[config.mk]
export PLATFORM = sky130hd
export DESIGN_NAME = updown_counter_mod
export DESIGN_NICKNAME = d
export VERILOG_FILES = /design/src/rtl/counter_pkg.sv /design/src/rtl/counter_prescaler.sv /design/src/rtl/updown_counter_mod.sv
export SDC_FILE = /design/constraint.sdc
export NUM_CORES = 1
export LEC_CHECK = 0
export BUFFER_PORTS_ARGS = -buffer_cell sky130_fd_sc_hd__clkbuf_2
export CORE_MARGIN = 2
export CORE_UTILIZATION = 53
export DETAILED_ROUTE_END_ITERATION = 10
export HOLD_SLACK_MARGIN = 0.03
export PLACE_DENSITY = 0.9
export SLEW_MARGIN = 25
export SYNTH_ARGS = -nofsm -noshare
export SYNTH_HDL_FRONTEND = slang
export SYNTH_SLANG_ARGS = --single-unit
[constraint.sdc]
create_clock -name clk -period 6.12 [get_ports clk]
set_clock_uncertainty 0.05 [all_clocks]
set_input_delay 0.918 -clock clk [delete_from_list [all_inputs] [get_ports clk]]
set_output_delay 0.918 -clock clk [all_outputs]
set_load 0.005 [all_outputs]
[src/rtl/counter_pkg.sv]
// Shared definitions for the up/down modulo counter and its benches.
// Direction/mode encodings plus integer reference helpers.
package counter_pkg;

   localparam logic DIR_UP   = 1'b1;
   localparam logic DIR_DOWN = 1'b0;

   typedef enum logic {MODE_WRAP, MODE_SAT} cnt_mode_e;

   function automatic int wrap_add(input int cnt, input int s,
                                   input int mx, input logic up);
      int raw;
      raw = (up == DIR_UP) ? cnt + s : cnt - s;
      return (raw + mx + 1) % (mx + 1);
   endfunction

   function automatic int sat_add(input int cnt, input int s,
                                  input int mx, input logic up);
      int raw;
      raw = (up == DIR_UP) ? cnt + s : cnt - s;
      if (raw < 0)  return 0;
      if (raw > mx) return mx;
      return raw;
   endfunction

endpackage

[src/rtl/counter_prescaler.sv]
// Enabled-cycle prescaler: tick on every PRESCALE-th cycle with en=1.
// Used by updown_counter_mod only when COUNTER_PRESCALE_EN is defined.
module counter_prescaler #(
   parameter int PRESCALE = 4
) (
   input  logic clk,
   input  logic rst_n,
   input  logic en,
   input  logic clr,
   output logic tick
);

   localparam int PW = (PRESCALE > 1) ? $clog2(PRESCALE) : 1;
   localparam logic [PW-1:0] LAST = PW'(PRESCALE - 1);

   logic [PW-1:0] cnt;

   assign tick = en && (cnt == LAST);

   always_ff @(posedge clk or negedge rst_n) begin
      if (!rst_n) begin
         cnt <= '0;
      end else if (clr) begin
         cnt <= '0;
      end else if (en) begin
         cnt <= (cnt == LAST) ? '0 : cnt + 1'b1;
      end
   end

endmodule

[src/rtl/updown_counter_mod.sv]
// Up/down modulo counter with step, load, wrap/saturate and event pulse.
// Optional enabled-cycle prescaler under `define COUNTER_PRESCALE_EN.
module updown_counter_mod
   import counter_pkg::*;
#(
   parameter int WIDTH    = 8,
   parameter int MAX      = 255,
   parameter int RST_VAL  = 0,
   parameter int PRESCALE = 4
) (
   input  logic             clk,
   input  logic             rst_n,
   input  logic             en,
   input  logic             up,
   input  logic             sat,
   input  logic [WIDTH-1:0] step,
   input  logic             load,
   input  logic [WIDTH-1:0] load_val,
   output logic [WIDTH-1:0] count,
   output logic             evt
);

   localparam logic [WIDTH:0]   MAX_W = (WIDTH+1)'(MAX);
   localparam logic [WIDTH:0]   MOD_W = MAX_W + 1'b1;
   localparam logic [WIDTH-1:0] MAX_N = WIDTH'(MAX);
   localparam logic [WIDTH-1:0] RST_N = WIDTH'(RST_VAL);

   if (PRESCALE < 1 || RST_VAL > MAX || MAX > 2**WIDTH - 1)
   begin : g_bad_param
      $error("updown_counter_mod: illegal parameters");
   end

   logic tick;

`ifdef COUNTER_PRESCALE_EN
   counter_prescaler #(
      .PRESCALE (PRESCALE)
   ) u_prescaler (
      .clk   (clk),
      .rst_n (rst_n),
      .en    (en),
      .clr   (load),
      .tick  (tick)
   );
`else
   assign tick = en;
`endif

   cnt_mode_e        mode;
   logic [WIDTH:0]   cur;
   logic [WIDTH:0]   s;
   logic [WIDTH:0]   sum;
   logic [WIDTH:0]   dif;
   logic [WIDTH-1:0] count_d;
   logic             evt_d;

   assign mode = sat ? MODE_SAT : MODE_WRAP;

   // Step is clamped to MAX so a wrap never laps the range twice.
   always_comb begin
      cur     = {1'b0, count};
      s       = ({1'b0, step} > MAX_W) ? MAX_W : {1'b0, step};
      sum     = cur + s;
      dif     = '0;
      count_d = count;
      evt_d   = 1'b0;
      if (load) begin
         count_d = ({1'b0, load_val} > MAX_W) ? MAX_N : load_val;
      end else if (tick) begin
         if (up == DIR_UP) begin
            if (sum > MAX_W) begin
               evt_d = 1'b1;
               dif   = sum - MOD_W;
               count_d = (mode == MODE_SAT) ? MAX_N : dif[WIDTH-1:0];
            end else begin
               count_d = sum[WIDTH-1:0];
            end
         end else begin
            if (s > cur) begin
               evt_d = 1'b1;
               dif   = cur + MOD_W - s;
               count_d = (mode == MODE_SAT) ? '0 : dif[WIDTH-1:0];
            end else begin
               dif     = cur - s;
               count_d = dif[WIDTH-1:0];
            end
         end
      end
   end

   always_ff @(posedge clk or negedge rst_n) begin
      if (!rst_n) begin
         count <= RST_N;
         evt   <= 1'b0;
      end else begin
         count <= count_d;
         evt   <= evt_d;
      end
   end

endmodule

==> results.sh, run 1 <==
export IMPL_fin_crit_sh=0.477
export IMPL_synth_cell_area_mm2=0.00129
export IMPL_initial_core_util=0.572
export IMPL_track_usage=0.268
export IMPL_startpoint_type="input port"
export IMPL_antenna_left=0
export IMPL_min_path_type="input port to asynchronous set/reset pin"
export IMPL_p_sw_frac=0.445
export IMPL_synth_avg_cell_area_um2=7.49
export IMPL_cp_required_ns=6.20
export IMPL_yosys_warnings=0
export IMPL_leakagePower_nw=0.728
export IMPL_crit_arrival_ns=2.99
export IMPL_combPwrFrac=0.605
export IMPL_peakVddDrop_mv=0.160
export IMPL_dieArea_mm2=0.00284
export IMPL_pre_cts_ws_ns=2.93
export IMPL_cts_setup_buffers=0
export IMPL_r2r_end="count[7]$_DFFE_PN0P_"
export IMPL_cts_tree="built"
export IMPL_grt_pass1_wl_um=5640
export IMPL_synth_ff_type="dfrtp_1"
export IMPL_ys_seq_area_frac=0.175
export IMPL_hold_viol_final=0
export IMPL_switching_power_w=0.000139
export IMPL_setup_tns_ns=0
export IMPL_worstPathCellList="clkbuf_2 > inv_1 > ha_1 > inv_1 > a221oi_1 > o211ai_2 > xnor2_1 > o211a_1 > or4_1"
export IMPL_die_h_um=53.3
export IMPL_port_buffers=30
export IMPL_crit_slowest_cell="or4_1"
export IMPL_vias=1364
export IMPL_worstReg2RegStart="count[2]$_DFFE_PN0P_"
export IMPL_drv_slew=0
export IMPL_drtIter0Drc=84
export IMPL_p_int_w=0.000174
export IMPL_cts_buffers=3
export IMPL_antenna_found_initial=0
export IMPL_crit_fanout=8
export IMPL_nNetsFinal=240
export IMPL_clk_pin_slew_ns=0.06
export IMPL_grt_ovfl_total=0
export IMPL_first_global_vias=1225
export IMPL_synth_seq_cells=9
export IMPL_synthArstFlopShare=1.00
export IMPL_syn_num_nets=212
export IMPL_crit_top_cell="inv_1"
export IMPL_wl_per_cell_um=14.5
export IMPL_nFillCells=211
export IMPL_reg2reg_setup_slack_ns=3.53
export IMPL_setup_viol=0
export IMPL_dr_pass1_iters=4
export IMPL_seqCellArea_um2=225
export IMPL_crit_type="input port to register"
export IMPL_crit_path_max_incr_delay_ns=0.49
export IMPL_clockBufferDepth=2
export IMPL_h_tree_depth=1
export IMPL_cts_root_buf="clkbuf_4"
export IMPL_final_common_cell="clkbuf_2"
export IMPL_vias_per_cell=6.01
export IMPL_rsz0062_at_grt="no"
export IMPL_hpwlAfterDp_um=2650
export IMPL_ctsResizeCount=0
export IMPL_diodes=0
export IMPL_clk_insertion_delay_late_ns=0.26
export IMPL_chipWidth_um=53.3
export IMPL_drc=0
export IMPL_holdBufCountCts=0
export IMPL_power_clock_fraction=0.143
export IMPL_final_cell_mix="clkbuf_2 (30), nor2_1 (20), a21oi_1 (19), inv_1 (18), ha_1 (16)"
export IMPL_pin_count=31
export IMPL_gp_congestion=0.938
export IMPL_postSynthCellCount=172
export IMPL_rr_worst_depth=7
export IMPL_drive_gt1_frac=0.191
export IMPL_drv_cap=0
export IMPL_clock_sinks=9
export IMPL_design_core_area_mm2=0.00225
export IMPL_wirelength_um=3300
export IMPL_cp_end_kind="register"
export IMPL_power_w=0.000313
export IMPL_num_rows=17
export IMPL_finalWorstSetupSlack_ns=3.20
export IMPL_timing_fmax_mhz=343
export IMPL_worst_slew_margin_rel=0.676
export IMPL_multi_input_area_um2=965
export IMPL_seq_power_share=0.252
export IMPL_synth_edf_count=0
export IMPL_power_density_mw_per_mm2=213
export IMPL_ys_types=50
export IMPL_worst_pin_slew_ns=0.479
export IMPL_area_delta_synth_final_pct=14.0
export IMPL_grt_start_max_net_pins=18
export IMPL_status="finished, final reports clean"
export IMPL_period_needed_ns=2.92
==> power groups by stage <==
stage	combinational [W]	clock [W]	sequential, W
2_1_floorplan	0.000136	0	0.0000777
3_3_place_gp	0.000178	0	0.0000790
3_5_place_dp	0.000184	0	0.0000799
4_1_cts	0.000187	0.0000474	0.0000790
5_1_grt	0.000211	0.0000500	0.0000805
6_report	0.000189	0.0000448	0.0000790
==> how the worst max path moves through the flow <==
stage	startpoint	end	slack, ns	cells after the start
final	step[2]	count[7]$_DFFE_PN0P_	3.20	9
after global routing	step[2]	count[7]$_DFFE_PN0P_	2.97	9
after CTS	step[2]	count[7]$_DFFE_PN0P_	3.20	9
after detailed placement	step[2]	count[7]$_DFFE_PN0P_	2.93	9
after global placement	step[2]	count[7]$_DFFE_PN0P_	2.99	9
after floorplan	step[3]	count[7]$_DFFE_PN0P_	3.18	8
==> registers in the layout, summed over array words and instances (netlist names) <==
register,count
evt,1
count,8
==> worst max-delay path: cells and delay by family <==
| kind | cells | cell delay (ns) |
|---|---|---|
| AND/OR/NAND/NOR | 1 | 0.49 |
| buffers and inverters | 3 | 0.22 |
| XOR/XNOR | 1 | 0.14 |
| AO/OA/AOI/OAI | 3 | 0.83 |
| adder cells (fa/ha/maj) | 1 | 0.39 |
==> cell families (layout without fill, tap and decap cells) <==
kind of cell             Yosys count  after routing  share of synthesized area
flip-flops                         9              9                      0.175
AND/OR/NAND/NOR                   54             54                      0.209
adder cells (fa/ha/maj)           18             18                      0.186
XOR/XNOR                           5              5                     0.0340
AO/OA/AOI/OAI                     61             61                      0.319
buffers and inverters             25             52                     0.0767
==> synth_stat cells (all sizes together) (3+ instances only) <==
cell type   n  area share
a21boi      3       0.020
ha         16        0.16
nor3        5       0.019
clkbuf      6       0.018
nand2b      5       0.024
nor2       20       0.058
nor2b       4       0.019
o31ai       3       0.017
nand2       9       0.026
xnor2       3       0.020
dfrtp       9        0.17
a21oi      19       0.074
inv        18       0.052
a21o        3       0.017
o21ai      11       0.043
a22oi       3       0.017
==> through the flow <==
step | cell area [µm²] | utilization | instances | hold WS [ns]
3_5_place_dp | 1440 | 0.640 | 223 | 0.549
3_3_place_gp | 1440 | 0.640 | 223 | 0.520
2_1_floorplan | 1290 | - | 172 | 0.492
5_1_grt | 1470 | 0.651 | 227 | 0.460
4_1_cts | 1470 | 0.651 | 227 | 0.453
6_report | 1470 | 0.651 | 227 | 0.462
==> per-layer routing <==
metal | track usage | up-vias | share of wire
met5 | 0 | - | 0
met2 | 0.422 | 67 | 0.47
li1 | - | 669 | -
met4 | 0.0897 | 0 | 0.023
met1 | 0.378 | 620 | 0.44
met3 | 0.0254 | 8 | 0.067
==> area by class of cell <==
type | instances | area share
multi-input combinational | 138 | 0.657
tap | 28 | 0.0239
timing repair buffer | 30 | 0.102
inverter | 18 | 0.0460
sequential | 9 | 0.153
clock buffer | 4 | 0.0179
Power figures use the tool's default switching activity.
==> inputs of run 2 (changes only) <==
Settings changed: ABC_AREA set to 1, CORE_UTILIZATION 53 to 49, PLACE_DENSITY 0.9 to 0.87.
Clock period 6.12 ns to 2.3 ns, I/O delays scaled along.
==> run 2 against run 1 <==
  * Combinational power grew to 2.7 times the previous value
  * Clock power increased to 2.7 times the previous value
  * Critical path depth increased by 3
  * Clock-buffer cell count unchanged
  * Utilization fell by 7.7 points
  * Critical endpoint is now count[3]$_DFFE_PN0P_
  * Largest power group unchanged
==> results.sh, run 2 <==
export IMPL_port_buffers=30
export IMPL_synth_area_top_cells="nand2_1 (17%), dfrtp_1 (17%), ha_1 (15%)"
export IMPL_min_path_type="input port to register"
export IMPL_fin_crit_sh=0.879
export IMPL_synth_cell_area_mm2=0.00135
export IMPL_design_core_area_mm2=0.00269
export IMPL_synth_top_cell_area_share=0.169
export IMPL_cts_setup_buffers=0
export IMPL_grt_start_max_net_pins=12
export IMPL_nFillCells=267
export IMPL_vias=1388
export IMPL_chipWidth_um=56.5
export IMPL_leakagePower_nw=0.909
export IMPL_cts_tree="built"
export IMPL_startpoint_type="register"
export IMPL_worst_pin_slew_ns=0.346
export IMPL_dieArea_mm2=0.00319
export IMPL_drc=0
export IMPL_synthTopCellsByCount="nand2_1 (61), inv_1 (29), nand3_1 (19)"
export IMPL_clockBufferDepth=2
export IMPL_final_common_cell="nand2_1"
export IMPL_whs_path_depth=3
export IMPL_hp_start="load_val[1]"
export IMPL_ctsResizeCount=0
export IMPL_antenna_found_initial=0
export IMPL_hold_ws_ns=0.252
export IMPL_hpwlAfterDp_um=2640
export IMPL_power_w=0.000838
export IMPL_yosysMostFrequentCell="nand2_1"
export IMPL_syn_num_nets=248
export IMPL_initial_core_util=0.503
export IMPL_pin_count=31
export IMPL_timing_fmax_mhz=495
export IMPL_r2r_end="count[3]$_DFFE_PN0P_"
export IMPL_worstReg2RegStart="count[0]$_DFFE_PN0P_"
export IMPL_clk_insertion_delay_late_ns=0.26
export IMPL_crit_fanout=6
export IMPL_drv_slew=0
export IMPL_startpoint="count[0]$_DFFE_PN0P_"
export IMPL_holdBufCountCts=1
export IMPL_area_delta_synth_final_pct=14.3
export IMPL_largest_register_ff_count=8
export IMPL_yosys_warnings=0
export IMPL_ys_seq_area_frac=0.167
export IMPL_ys_types=27
export IMPL_antenna_left=0
export IMPL_vias_per_cell=5.14
export IMPL_grt_pass1_wl_um=5450
export IMPL_clock_sinks=9
export IMPL_wirelength_um=3180
export IMPL_postLayoutCellArea_mm2=0.00154
export IMPL_synthArstFlopShare=1.00
export IMPL_rsz0062_at_grt="no"
export IMPL_rr_worst_depth=12
export IMPL_grt_ovfl_total=0
export IMPL_setup_tns_ns=0
export IMPL_status="finished, final reports clean"
export IMPL_final_util=0.575
export IMPL_nNetsFinal=280
export IMPL_cts_buffers=3
export IMPL_wl_per_cell_um=11.8
export IMPL_synth_avg_cell_area_um2=6.50
export IMPL_drv_cap=0
export IMPL_power_density_mw_per_mm2=543
export IMPL_drive_gt1_frac=0.230
export IMPL_hold_end="count[1]$_DFFE_PN0P_"
export IMPL_diodes=0
export IMPL_crit_arrival_ns=2.17
export IMPL_synth_top_cell_by_area="nand2_1"
export IMPL_track_usage=0.213
export IMPL_setup_viol=0
export IMPL_h_tree_depth=1
export IMPL_drtIter0Drc=42
export IMPL_postSynthCellCount=208
export IMPL_period_needed_ns=2.02
export IMPL_num_rows=19
export IMPL_crit_type="register to register"
export IMPL_final_cell_mix="nand2_1 (61), clkbuf_2 (30), inv_1 (29), nand3_1 (19), ha_1 (16)"
export IMPL_synth_seq_cells=9
export IMPL_cp_required_ns=2.45
export IMPL_synth_edf_count=0
export IMPL_reg2reg_setup_slack_ns=0.28
export IMPL_dr_pass1_iters=5
export IMPL_synth_ff_type="dfrtp_1"
export IMPL_peakVddDrop_mv=0.438
export IMPL_clk_pin_slew_ns=0.06
export IMPL_die_h_um=56.5
export IMPL_cp_end_kind="register"
export IMPL_worst_slew_margin_rel=0.769
export IMPL_reg_top3="count: 8 flops, evt: 1 flops"
export IMPL_gp_congestion=1.00
export IMPL_first_global_vias=1268
export IMPL_cts_root_buf="clkbuf_4"
export IMPL_hold_viol_final=0
export IMPL_placed_area_mm2=0.00151
export IMPL_top_register="count"
run 2: cell types whose count changed in the layout (fill, tap and decap cells not counted), sizes merged, moves of 5 or more:
| cell | previous run | this run |
|---|---|---|
| a21oi | 19 | 11 |
| nand3 | 0 | 23 |
| inv | 18 | 32 |
| o21ai | 11 | 6 |
| nand4 | 1 | 7 |
| nand2 | 9 | 67 |
run 2: logic make-up after synthesis:
logic type / count (synthesis) / synth area share
XOR/XNOR: 4 / 0.0259
flip-flops: 9 / 0.167
adder cells (fa/ha/maj): 18 / 0.178
buffers and inverters: 36 / 0.113
AND/OR/NAND/NOR: 117 / 0.403
AO/OA/AOI/OAI: 24 / 0.114
run 2: per-stage QoR:
stage,cells,setup slack (ns)
after global placement,265,0.341
after CTS,270,0.285
after floorplan,208,0.475
final,270,0.278
after detailed placement,265,0.283
after global routing,270,0.0945
run 2: cell type report:
class	instances	area, µm²	share of cell area
Clock buffer	4	26.3	0.0170
Sequential cell	9	225	0.146
Timing Repair Buffer	31	160	0.104
Tap cell	31	38.8	0.0251
Multi-Input combinational cell	163	973	0.630
Inverter	32	120	0.0778
run 2: where the power goes:
group	internal [W]	switching (W)
registers	0.000180	0.0000310
clock network	0.0000668	0.0000538
logic	0.000193	0.000313
total	0.000440	0.000398
run 2: critical path: stages (launching register included):
cell      delay, ns
dfrtp_1        0.40
inv_1          0.06
ha_1           0.20
fa_1           0.41
inv_1          0.11
nand3_1        0.07
nand3_1        0.11
nand2_1        0.09
nand3_2        0.14
nor2_2         0.06
nor2_2         0.11
o211ai_2       0.08
nand2_1        0.07
run 2: worst max path at each step:
stage	to	slack (ns)	cells after the start
global route	count[3]$_DFFE_PN0P_	0.09	12
detailed placement	count[3]$_DFFE_PN0P_	0.28	12
finish	count[3]$_DFFE_PN0P_	0.28	12
CTS	count[3]$_DFFE_PN0P_	0.29	12
floorplan	count[3]$_DFFE_PN0P_	0.47	12
global placement	count[1]$_DFFE_PN0P_	0.34	11
run 2: metal layers:
| metal | track usage | wire [µm] |
|---|---|---|
| met1 | 0.291 | 1520 |
| met2 | 0.350 | 1470 |
| met3 | 0.0161 | 145 |
| met4 | 0.0748 | 42 |
| met5 | 0 | 0 |
